==> src/rtl/tl_a_arbiter.sv <==
// Round-robin arbiter sharing one TileLink A channel among N_REQ clients.
// Multi-beat data messages and back-pressured messages lock the grant until they complete.
module tl_a_arbiter #(
    parameter int N_REQ    = 4,
    parameter int ADDR_W   = 32,
    parameter int DATA_W   = 128,
    parameter int SOURCE_W = 3,
    parameter int SIZE_W   = 4,
    parameter int IDX_W    = $clog2(N_REQ)
) (
    input  logic                         clock,
    input  logic                         reset,
    input  logic [N_REQ-1:0]             in_valid,
    output logic [N_REQ-1:0]             in_ready,
    input  logic [N_REQ*3-1:0]           in_opcode,
    input  logic [N_REQ*3-1:0]           in_param,
    input  logic [N_REQ*SIZE_W-1:0]      in_size,
    input  logic [N_REQ*SOURCE_W-1:0]    in_source,
    input  logic [N_REQ*ADDR_W-1:0]      in_address,
    input  logic [N_REQ*(DATA_W/8)-1:0]  in_mask,
    input  logic [N_REQ*DATA_W-1:0]      in_data,
    output logic                         out_valid,
    input  logic                         out_ready,
    output logic [2:0]                   out_opcode,
    output logic [2:0]                   out_param,
    output logic [SIZE_W-1:0]            out_size,
    output logic [SOURCE_W-1:0]          out_source,
    output logic [ADDR_W-1:0]            out_address,
    output logic [DATA_W/8-1:0]          out_mask,
    output logic [DATA_W-1:0]            out_data,
    output logic [IDX_W-1:0]             out_idx,
    output logic                         busy
);

    localparam int BC_W   = (1 << SIZE_W) - 4;
    localparam int MASK_W = DATA_W / 8;

    typedef enum logic [1:0] {IDLE, HOLD, BURST} state_t;

    state_t            r_state;
    logic [IDX_W-1:0]  r_rr_ptr;
    logic [IDX_W-1:0]  r_lock_idx;
    logic [BC_W-1:0]   r_beat_cnt;

    logic [IDX_W-1:0]  w_scan_sel;
    logic              w_found;
    logic [IDX_W-1:0]  w_sel;
    logic [IDX_W-1:0]  w_sel_next;
    logic              w_fire;
    logic [BC_W-1:0]   w_beats;

    // First valid requester at or after rr_ptr, wrapping at N_REQ.
    always_comb begin : scan
        int cand;
        w_scan_sel = r_rr_ptr;
        w_found    = 1'b0;
        for (int k = 0; k < N_REQ; k++) begin
            cand = int'(r_rr_ptr) + k;
            if (cand >= N_REQ) cand = cand - N_REQ;
            if (!w_found && in_valid[cand]) begin
                w_scan_sel = IDX_W'(cand);
                w_found    = 1'b1;
            end
        end
    end

    assign w_sel      = (r_state == IDLE) ? w_scan_sel : r_lock_idx;
    assign w_sel_next = (w_sel == IDX_W'(N_REQ - 1)) ? '0 : w_sel + 1'b1;
    assign out_valid  = ~reset & ((r_state == IDLE) ? (|in_valid) : in_valid[r_lock_idx]);
    assign w_fire     = out_valid & out_ready;
    assign out_idx    = w_sel;
    assign busy       = (r_state != IDLE);

    assign out_opcode  = in_opcode[w_sel*3 +: 3];
    assign out_param   = in_param[w_sel*3 +: 3];
    assign out_size    = in_size[w_sel*SIZE_W +: SIZE_W];
    assign out_source  = in_source[w_sel*SOURCE_W +: SOURCE_W];
    assign out_address = in_address[w_sel*ADDR_W +: ADDR_W];
    assign out_mask    = in_mask[w_sel*MASK_W +: MASK_W];
    assign out_data    = in_data[w_sel*DATA_W +: DATA_W];

    generate
        for (genvar gi = 0; gi < N_REQ; gi++) begin : g_ready
            assign in_ready[gi] = w_fire & (w_sel == IDX_W'(gi));
        end
    endgenerate

    // Only data opcodes (0..3) span multiple beats; one beat carries 16 bytes.
    always_comb begin
        w_beats = BC_W'(1);
        if (!out_opcode[2] && (out_size > SIZE_W'(4)))
            w_beats = BC_W'(1) << (out_size - SIZE_W'(4));
    end

    always_ff @(posedge clock or posedge reset) begin
        if (reset) begin
            r_state    <= IDLE;
            r_rr_ptr   <= '0;
            r_lock_idx <= '0;
            r_beat_cnt <= '0;
        end else begin
            case (r_state)
                IDLE: begin
                    if (w_fire) begin
                        if (w_beats == BC_W'(1)) begin
                            r_rr_ptr <= w_sel_next;
                        end else begin
                            r_state    <= BURST;
                            r_lock_idx <= w_sel;
                            r_beat_cnt <= w_beats - BC_W'(2);
                        end
                    end else if (out_valid) begin
                        r_state    <= HOLD;
                        r_lock_idx <= w_sel;
                    end
                end
                HOLD: begin
                    if (w_fire) begin
                        if (w_beats == BC_W'(1)) begin
                            r_state  <= IDLE;
                            r_rr_ptr <= w_sel_next;
                        end else begin
                            r_state    <= BURST;
                            r_beat_cnt <= w_beats - BC_W'(2);
                        end
                    end
                end
                BURST: begin
                    if (w_fire) begin
                        if (r_beat_cnt == '0) begin
                            r_state  <= IDLE;
                            r_rr_ptr <= w_sel_next;
                        end else begin
                            r_beat_cnt <= r_beat_cnt - 1'b1;
                        end
                    end
                end
                default: r_state <= IDLE;
            endcase
        end
    end

endmodule

==> config.mk <==
export PLATFORM = sky130hd
export DESIGN_NAME = tl_a_arbiter
export DESIGN_NICKNAME = d
export VERILOG_FILES = /design/src/rtl/tl_a_arbiter.sv
export SDC_FILE = /design/constraint.sdc
export NUM_CORES = 1
export LEC_CHECK = 0
export ABC_AREA = 1
export BUFFER_PORTS_ARGS = -buffer_cell sky130_fd_sc_hd__buf_2
export CAP_MARGIN = 20
export CORE_AREA = 2 2 374 376
export CTS_CLUSTER_SIZE = 30
export DETAILED_ROUTE_END_ITERATION = 7
export DIE_AREA = 0 0 376 378
export PLACE_DENSITY = 0.3
export SYNTH_ARGS = -nofsm -noshare
export SYNTH_HDL_FRONTEND = slang
export SYNTH_SLANG_ARGS = --single-unit
==> constraint.sdc <==
create_clock -name clock -period 3.2 [get_ports clock]
set_input_delay 0.48 -clock clock [delete_from_list [all_inputs] [get_ports clock]]
set_output_delay 0.48 -clock clock [all_outputs]
set_load 0.1 [all_outputs]
Word-level counts from Yosys, hierarchy flattened
Cells that the tools add are included.
Storage, ports and cells
  register bits: 18
  input bits: 763
  output and inout bits: 197
  logic and storage cells: 127
Operators by class
  $add $sub $neg: 11
  multipliers: 1
  order comparisons: 10
  equality and inequality tests: 16
  shift-type cells: 8
  muxes and demuxes: 50
  bitwise operators: 7
  reduce and logical (&&, ||, !) cells: 20
Operator list (count)
  indexed part select 512 x 10 -> 128 bit: 1
  less-than comparator 32 x 4 -> 1 bit, second input constant: 4
  two-way mux 32 bit: 4
  indexed part select 128 x 8 -> 32 bit: 1
  indexed part select 64 x 7 -> 16 bit: 1
  two-way mux 12 bit: 5
  two-way mux 2 bit: 20
  indexed part select 12 x 5 -> 3 bit: 3
  case mux 12 bit (2 select lines): 1
  indexed part select 16 x 5 -> 4 bit: 1
  AND reduction 5 bit: 3
  two-way mux 1 bit: 13
  equality test 12 x 1 -> 1 bit, second input constant: 1
  zero test 12 bit: 1
  != test 2 bit, second input constant: 6
  << shifter 1 x 4 -> 12 bit, first input constant: 1
  subtractor 12 x 1 -> 12 bit, second input constant: 1
  subtractor 12 x 2 -> 12 bit, second input constant: 1
  subtractor 3 x 3 -> 4 bit, second input constant: 3
  binary-select mux 1 bit (select 2 bit): 5
  >= comparator 3 bit, second input constant: 3
  adder 2 x 2 -> 3 bit, second input constant: 2
  AND 1 bit: 6
  equality test 2 bit, second input constant: 3
  other kinds (21): 33

Longest topological paths before layout
Gate-level depths: netlist of run 1.
  word-level depth: 25
  depth in mapped cells: 32
  depth with buffers taken out: 31

Worst setup path after synthesis of run 1
No wires, ideal clock.
  path kind: register to output
  start point: register r_rr_ptr[0]
  end point: output port out_data[10]
  arrival time: 3.878 ns
  required time: 2.720 ns
  slack: -1.158 ns
  cell stages (with the launch flop): 19
  path buffers: 5
  path through: dfrtp_1 buf_4 nand2_1 nand2_1 nand2_1 nand2_1 nor2_4 nand2_1 nand2_1 nand2_1 nand2_2 nand2_4 buf_6 inv_2 buf_2 buf_2 buf_2 nand2_1 a32oi_1
On the way
  cells in the longest elaborated chain, start to end: 17
  elaborated cells between the ends (all ways): 42
  those cells by class: add/sub: 7; order compare: 4; shift: 1; mux: 24; reduce/logical: 6
Ends and longest elaborated chain
  start: declaration: RTL line 41  | logic [IDX_W-1:0] r_rr_ptr;
  start signal: assignment: RTL line 106  | r_rr_ptr <= w_sel_next;
  start signal: assignment: RTL line 121  | r_rr_ptr <= w_sel_next;
  start signal: assignment: RTL line 132  | r_rr_ptr <= w_sel_next;
  parallel branches: the longest is 14 deep, another holds subtractor 3 x 3 -> 4 bit
  two-way mux 2 bit (*): RTL line 60  | if (!w_found && in_valid[cand]) begin
  two-way mux 2 bit (*): RTL line 67  | assign w_sel = (r_state == IDLE) ? w_scan_sel : r_lock_idx;
  named net out_idx[0]: RTL line 31  | output logic [IDX_W-1:0] out_idx,
  indexed part select 512 x 10 -> 128 bit (*): RTL line 80  | assign out_data = in_data[w_sel*DATA_W +: DATA_W];
  end: declaration: RTL line 30  | output logic [DATA_W-1:0] out_data,
Mark *: on every way through the listed nets, which the timed path passes. The select of a mux whose other input is x is not followed.

Worst setup path in the final report of run 1
  start point: register r_rr_ptr[0]
  end point: output port out_address[9]
On the way
  cells in the longest elaborated chain, start to end: 17
  elaborated cells between the ends (all ways): 42
  those cells by class: add/sub: 7; order compare: 4; shift: 1; mux: 24; reduce/logical: 6
Ends and longest elaborated chain
  parallel branches: the longest is 14 deep, another holds subtractor 3 x 3 -> 4 bit
  two-way mux 2 bit (*): RTL line 60
  two-way mux 2 bit (*): RTL line 67
  indexed part select 128 x 8 -> 32 bit (*): RTL line 78  | assign out_address = in_address[w_sel*ADDR_W +: ADDR_W];
  end: declaration: RTL line 28  | output logic [ADDR_W-1:0] out_address,
Mark *: on every way between the ends. The select of a mux whose other input is x is not followed.

==> metrics.csv, run 1 <==
stage;metric;value;unit
worst_setup_path;worstPathMaxFanout;8;
cts;cts_tree;built;
die;row_count;137;
die;io_pins;960;
detailed_routing;ant_nets;0;
yosys;syn_area_per_cell;5.23;µm²
timing;tightest_slew;572;ps
final_layout;finalInstanceArea;23800;µm²
yosys;yosysSeqAreaShare;6.07;%
yosys;synth.area.top_cells;nand2_1 (34%), a32oi_1 (22%), a21oi_1 (13%), dfrtp_1 (6.1%), buf_2 (4.3%);
detailed_routing;drt_pass1_iterations;5;
timing;fin_crit;3530;ps
cts;h-tree-depth;1;
worst_setup_path;rrSetupSlack;-100;ps
detailed_routing;wirelength_met1;43600;µm
grt;grt_pass1_wl;123000;µm
die;start_util;5.36;%
cts;root_buffer;clkbuf_16;
yosys;async_reset_ff_share;100;%
detailed_routing;drc;0;
cts;clock_sinks;18;
detailed_routing;wl_met2;47000;µm
worst_setup_path;worstSetupPathType;register to primary output;
timing;setup_viol;194;
detailed_routing;dr_wl_met3;6790;µm
yosys;netlist_area;7420;µm²
place;placed_area;19900;µm²
timing;rsz0062_at_grt;yes;
final_layout;syn_to_final_growth;220;%
timing;worst_clock_skew;1.30;ps
grt;antenna_found_initial;29;
cts;clock_path_buffers;2;
cts;cts_buffers;3;
run;max_cap_violations;0;
worst_setup_path;critPathLaunchType;register;
grt;grtUsageTotal;12.3;%
detailed_routing;drt_wl_total;100000;µm
run_status;violations;negative setup slack;
worst_setup_path;worstPathRequired;2720;ps
yosys;yosys.cell_types.count;38;
yosys;ys_seq_elements;18;
place;globalplace.congestion;0.897;
detailed_routing;drt-wirelength-per-cell;22.8;µm
die;die_area;142000;µm²
place;hpwl;79600;µm
worst_setup_path;reg2reg_depth;27;
die;dieHeight;378;µm
worst_setup_path;critical_path_arrival;3050;ps
timing;drv_slew;0;
cts;worstSkewPairLatency;260;ps
worst_setup_path;reg2reg_to;r_beat_cnt[5]$_DFFE_PP0P_;
detailed_routing;vias;15400;
die;core;139000;µm²
place;numPortBuffers;959;
yosys;yosysTopAreaCell;nand2_1;
timing;finalSetupTns;-36590;ps
grt;grt_overflow;0;
yosys;syn_inst;1419;
run_status;status;complete, but fails checks;
grt;grt_pass1_vias;14900;
yosys;yosys.area.top_type_share;33.8;%
timing;fmax;283;MHz
cts;clkTransAtPathRegs;60;ps
yosys;syn-num-nets;2189;
grt;grt_max_degree;33;
yosys;synth_edf_count;0;
min_path;hold_path_class;input port to asynchronous set/reset pin;
timing;fin_ws;-330;ps
worst_setup_path;timing.rr.start;r_rr_ptr[0]$_DFFE_PP0P_;
detailed_routing;dr.first_iter.drc_count;826;
cts;cts_hold_buf;0;
final_layout;fin_nets;3346;
final_layout;drive_above_1_share;63.9;%
yosys;yosys_warnings;0;
timing;hold_viol;0;
timing;min_period_over_period;110;%
detailed_routing;viasPerCell;3.51;
worst_setup_path;end_kind;primary output;
die;die_x;376;µm
yosys;synth_ff_type;dfrtp_1;
detailed_routing;routed.top_layer;met5;
timing;maxSlewHeadroom;61.8;%
-- flip-flops by register name (all words and copies together), names as in the netlist --
register    count
r_beat_cnt     12
r_rr_ptr        2
r_lock_idx      2
r_state         2
-- synth_stat cells, types with 2 or more instances --
library cell    n
nand2_1       669
a21oi_1       197
a32oi_1       184
buf_2          64
clkbuf_1       58
inv_1          43
nor2_1         39
nand3_1        36
dfrtp_1        18
o21ai_0        18
nand2_2        12
inv_2           9
nand2_4         8
o21ai_1         8
ha_1            7
nand3_2         7
buf_6           5
buf_1           4
nor2_2          4
nor2_4          3
o211ai_1        3
a21oi_2         2
a22oi_1         2
a31oi_1         2
nand3b_1        2
nand4_1         2
nor2_8          2
-- through the flow --
step / hold WS [ps] / util (%) / worst slack [ps] / std cells
5_1_grt: 297 / 17.2 / -502 / 4384
6_report: 272 / 17.2 / -330 / 4388
2_1_floorplan: 427 / - / -990 / 1419
3_3_place_gp: 499 / 14.3 / -615 / 4264
3_5_place_dp: 489 / 14.3 / -499 / 4264
4_1_cts: 284 / 15.7 / -363 / 4311
-- cells in the final DEF, fill, tap and decap left out, types with 30 or more instances in the layout --
cell type  netlist  routed
buf_2           64     765
a32oi_2          0      83
a32oi_4          0      67
a21oi_1        197     177
inv_1           43      39
nor2_1          39      33
clkbuf_16        0      35
buf_16           0      30
buf_4            1     170
buf_12           0     221
nand3_1         36      31
a32oi_1        184      34
nand2_4          8      32
nand2_2         12     103
buf_6            5      46
nand2_1        669     552
-- critical path: stages, from the launching register on --
cell       delay [ps]
dfrtp_2           460
clkbuf_16         170
nand2_1            50
nand2_1            60
nand2_2            80
nand2_4            60
nor2_4            140
nand2_2            70
nand2_2            80
nand2_4            60
nand2_4            80
nand2_8           110
inv_12            100
buf_16            140
buf_16            160
buf_4             170
nand2_1            80
a32oi_2           290
buf_4             180
buf_12            160
-- what timing repair did --
action	CTS	global route
setup buffers	27	43
pin swaps	52	76
cloned	17	34
endpoints found under the setup margin	195	212
resized for setup	207	236
-- logic make-up after synthesis --
group,synth area share (%)
buffers and inverters,10.9
AO/OA/AOI/OAI,38.2
adder cells (fa/ha/maj),1.18
flip-flops,6.07
AND/OR/NAND/NOR,43.5
XOR/XNOR,0.118
-- worst max-delay path by stage --
| stage | to | cells after the start | from | slack [ps] |
|---|---|---|---|---|
| final | out_address[9] | 19 | r_rr_ptr[0]$_DFFE_PP0P_ | -330 |
| after global routing | out_address[3] | 17 | r_rr_ptr[0]$_DFFE_PP0P_ | -500 |
| after CTS | out_data[1] | 20 | r_rr_ptr[0]$_DFFE_PP0P_ | -360 |
| after detailed placement | out_data[114] | 19 | in_valid[2] | -500 |
| after global placement | out_data[114] | 19 | in_valid[0] | -620 |
| after floorplan | out_address[25] | 18 | r_rr_ptr[0]$_DFFE_PP0P_ | -990 |
-- layer usage --
metal / up-vias / track usage (%)
met5: - / 0
met4: 28 / 2.92
met3: 100 / 2.59
met2: 680 / 20.4
met1: 7287 / 16.3
li1: 7301 / -
-- layout make-up --
type                       instances  area, µm²
inverter                          52        224
tap                             1807       2260
sequential                        18        453
clock buffer                       4       88.8
antenna                            6       15.0
timing repair buffer            1284      12000
multi-input combinational       1217       8700
fill                           15900     115000
Power of run 1 is not shown: default switching activity piles up to over one toggle a cycle in this logic, so the estimate is an artifact.
==> inputs of run 2 (changes only) <==
--- a/config.mk
+++ b/config.mk
@@ -6,6 +6,7 @@
 export NUM_CORES = 1
 export LEC_CHECK = 0
 export ABC_AREA = 1
+export ABC_CLOCK_PERIOD_IN_PS = 3200
 export BUFFER_PORTS_ARGS = -buffer_cell sky130_fd_sc_hd__buf_2
 export CAP_MARGIN = 20
 export CORE_AREA = 2 2 374 376
==> constraint.sdc (replaced) <==
create_clock -name clock -period 3.2 [get_ports clock]
set_input_delay 0.64 -clock clock [delete_from_list [all_inputs] [get_ports clock]]
set_output_delay 0.64 -clock clock [all_outputs]
set_load 0.1 [all_outputs]
==> metrics.csv, run 2 (synthesis gave the netlist of run 1 again) <==
stage;metric;value;unit;change
die;core;139000;µm²;unchanged
timing;maxSlewHeadroom;67.2;%;was 61.8%
timing;tightest_slew;496;ps;was 572 ps
detailed_routing;drt_pass1_iterations;4;;was 5
cts;clock_path_buffers;2;;unchanged
die;dieHeight;378;µm;unchanged
worst_setup_path;reg2reg_to;r_beat_cnt[3]$_DFFE_PP0P_;;was r_beat_cnt[5]$_DFFE_PP0P_
worst_setup_path;crit_slowest_cell;dfrtp_2;;unchanged
cts;clkTransAtPathRegs;60;ps;about the same
final_layout;drive_above_1_share;63.9;%;about the same
worst_setup_path;crit_buf_inv;6;;was 7
detailed_routing;drt-wirelength-per-cell;20.7;µm;was 22.8 µm
timing;drv_slew;0;;unchanged
worst_setup_path;path_delay_family;buffers and inverters;;unchanged
cts;worstSkewPairLatency;260;ps;about the same
grt;grtUsageTotal;11.5;%;was 12.3%
die;row_count;137;;unchanged
cts;root_buffer;clkbuf_16;;unchanged
worst_setup_path;cpMostUsedCell;nand2_2;;
final_layout;top_register;r_beat_cnt;;unchanged
detailed_routing;drc;0;;unchanged
cts;h-tree-depth;1;;unchanged
cts;cts_hold_buf;0;;unchanged
timing;setup_viol;201;;was 194
worst_setup_path;critical_path_arrival;2930;ps;was 3050 ps
final_layout;fin_nets;3282;;was 3,346
timing;fmax;280;MHz;was 283 MHz
place;hpwl;76300;µm;was 79,600 µm
timing;hold_viol;0;;unchanged
grt;met1_usage;14.1;%;was 16.3%
final_layout;final_common_cell;buf_2;;unchanged
timing;hold_ws;442;ps;was 272 ps
min_path;hold_path_class;input port to asynchronous set/reset pin;;unchanged
worst_setup_path;worstPathRequired;2560;ps;was 2720 ps
worst_setup_path;rrSetupSlack;-190;ps;was -100 ps
timing;rsz0062_at_grt;yes;;unchanged
worst_setup_path;critPathMaxStageDelay;440;ps;was 460 ps
grt;grt_pass1_wl;117000;µm;was 123,000 µm
final_layout;syn_to_final_growth;215;%;was 220%
final_layout;largest_reg_flops;12;;unchanged
worst_setup_path;worstPathMaxFanout;9;;was 8
grt;grtUsageMet2;20.0;%;was 20.4%
place;numPortBuffers;959;;unchanged
run_status;status;complete, but fails checks;;unchanged
detailed_routing;ant_nets;0;;unchanged
detailed_routing;dr.first_iter.drc_count;545;;was 826
cts;cts_buffers;3;;unchanged
place;globalplace.congestion;0.825;;was 0.897
grt;grt_pass1_vias;15200;;was 14,900
die;start_util;5.36;%;unchanged
detailed_routing;vias;14600;;was 15,400
timing;min_period_over_period;112;%;was 110%
grt;grt_max_degree;39;;was 33
die;die_x;376;µm;unchanged
worst_setup_path;worstPathCellList;buf_6 > nand2_2 > nand2_2 > nand2_2 > nand2_4 > nor2_4 > nand2_1 > nand2_1 > nand3_1 > nand3_2 > nand2_8 > buf_16 > buf_16 > buf_12 > buf_4 > a32oi_4 > buf_12;;was clkbuf_16 > nand2_1 > nand2_1 > nand2_2 > nand2_4 > nor2_4 > nand2_2 > nand2_2 > nand2_4 > nand2_4 > nand2_8 > inv_12 > buf_16 > buf_16 > buf_4 > nand2_1 > a32oi_2 > buf_4 > buf_12
grt;grt_overflow;0;;unchanged
grt;antenna_found_initial;19;;was 29
grt;gr-usage-met3;3.35;%;was 2.59%
detailed_routing;drt_wl_total;89200;µm;was 100,000 µm
detailed_routing;viasPerCell;3.39;;was 3.51
die;io_pins;960;;unchanged
die;die_area;142000;µm²;unchanged
timing;fin_crit;3570;ps;was 3530 ps
grt;top_usage_layer;met2;;unchanged
worst_setup_path;critPathLaunchType;register;;unchanged
timing;worst_clock_skew;2.59;ps;was 1.30 ps
timing;fin_ws;-372;ps;was -330 ps
worst_setup_path;timing.rr.start;r_rr_ptr[0]$_DFFE_PP0P_;;unchanged
cts;clock_sinks;18;;unchanged
run;max_cap_violations;0;;unchanged
worst_setup_path;reg2reg_depth;31;;was 27
final_layout;final_cell_mix;buf_2 (764), nand2_1 (555), buf_12 (228);;was buf_2 (765), nand2_1 (552), buf_12 (221)
worst_setup_path;worstSetupPathType;register to primary output;;unchanged
worst_setup_path;end_kind;primary output;;unchanged
cts;cts_tree;built;;unchanged
run_status;violations;negative setup slack;;unchanged
run 2: cell types whose count changed in the layout (fill, tap and decap cells not counted), moves of 11 or more:
cell	delta
a32oi_4	+55
a32oi_2	-36
clkbuf_16	-24
a32oi_1	-19
nand2_2	-17
buf_16	-15
buf_6	-15
buf_4	-12
nand2_4	+12
a21oi_2	+11
run 2: cell type report:
class	instances	area (µm²)
Fill cell	15800	115000
Clock buffer	4	88.8
Antenna cell	2	5.00
Inverter	52	230
Tap cell	1807	2260
Sequential cell	18	452
Timing Repair inverter	2	46.3
Multi-Input combinational cell	1218	9550
Timing Repair Buffer	1217	10700
run 2: repair_timing:
item	CTS	global route
resized for setup	146	76
pin swaps	43	20
endpoints found under the setup margin	201	210
cloned	9	11
buffers inserted	23	9
run 2: worst min-delay path, delay by kind of cell:
family,cells,cell delay (ps)
buf+inv,3,450
run 2: worst max-delay path by stage:
stage                                 start         endpoint  cells after the start
floorplan            r_state[0]$_DFFE_PP0P_    out_data[100]                      9
global placement                in_valid[2]     out_data[56]                     17
detailed placement              in_valid[2]     out_data[56]                     18
CTS                 r_rr_ptr[0]$_DFFE_PP0P_     out_data[89]                     16
global route        r_rr_ptr[0]$_DFFE_PP0P_  out_address[16]                     19
finish              r_rr_ptr[0]$_DFFE_PP0P_   out_address[1]                     17
run 2: layer usage:
metal  vias to the layer above  share of wire, %
met1                      6869                41
met3                        66               7.2
met4                        18               2.3
met5                         -              0.12
li1                       7166                 -
met2                       515                49
run 2: through the flow:
step	utilization, %	cell area [µm²]	setup slack [ps]	TNS (ps)	instances
detailed placement	15.5	21500	-596	-67730	4264
global route	16.9	23400	-557	-87690	4320
finish	16.9	23400	-372	-44130	4320
global placement	15.5	21500	-710	-82250	4264
CTS	16.4	22700	-439	-60830	4300
floorplan	-	10900	-1040	-86630	1419
Power of run 2 is left out for the same reason.
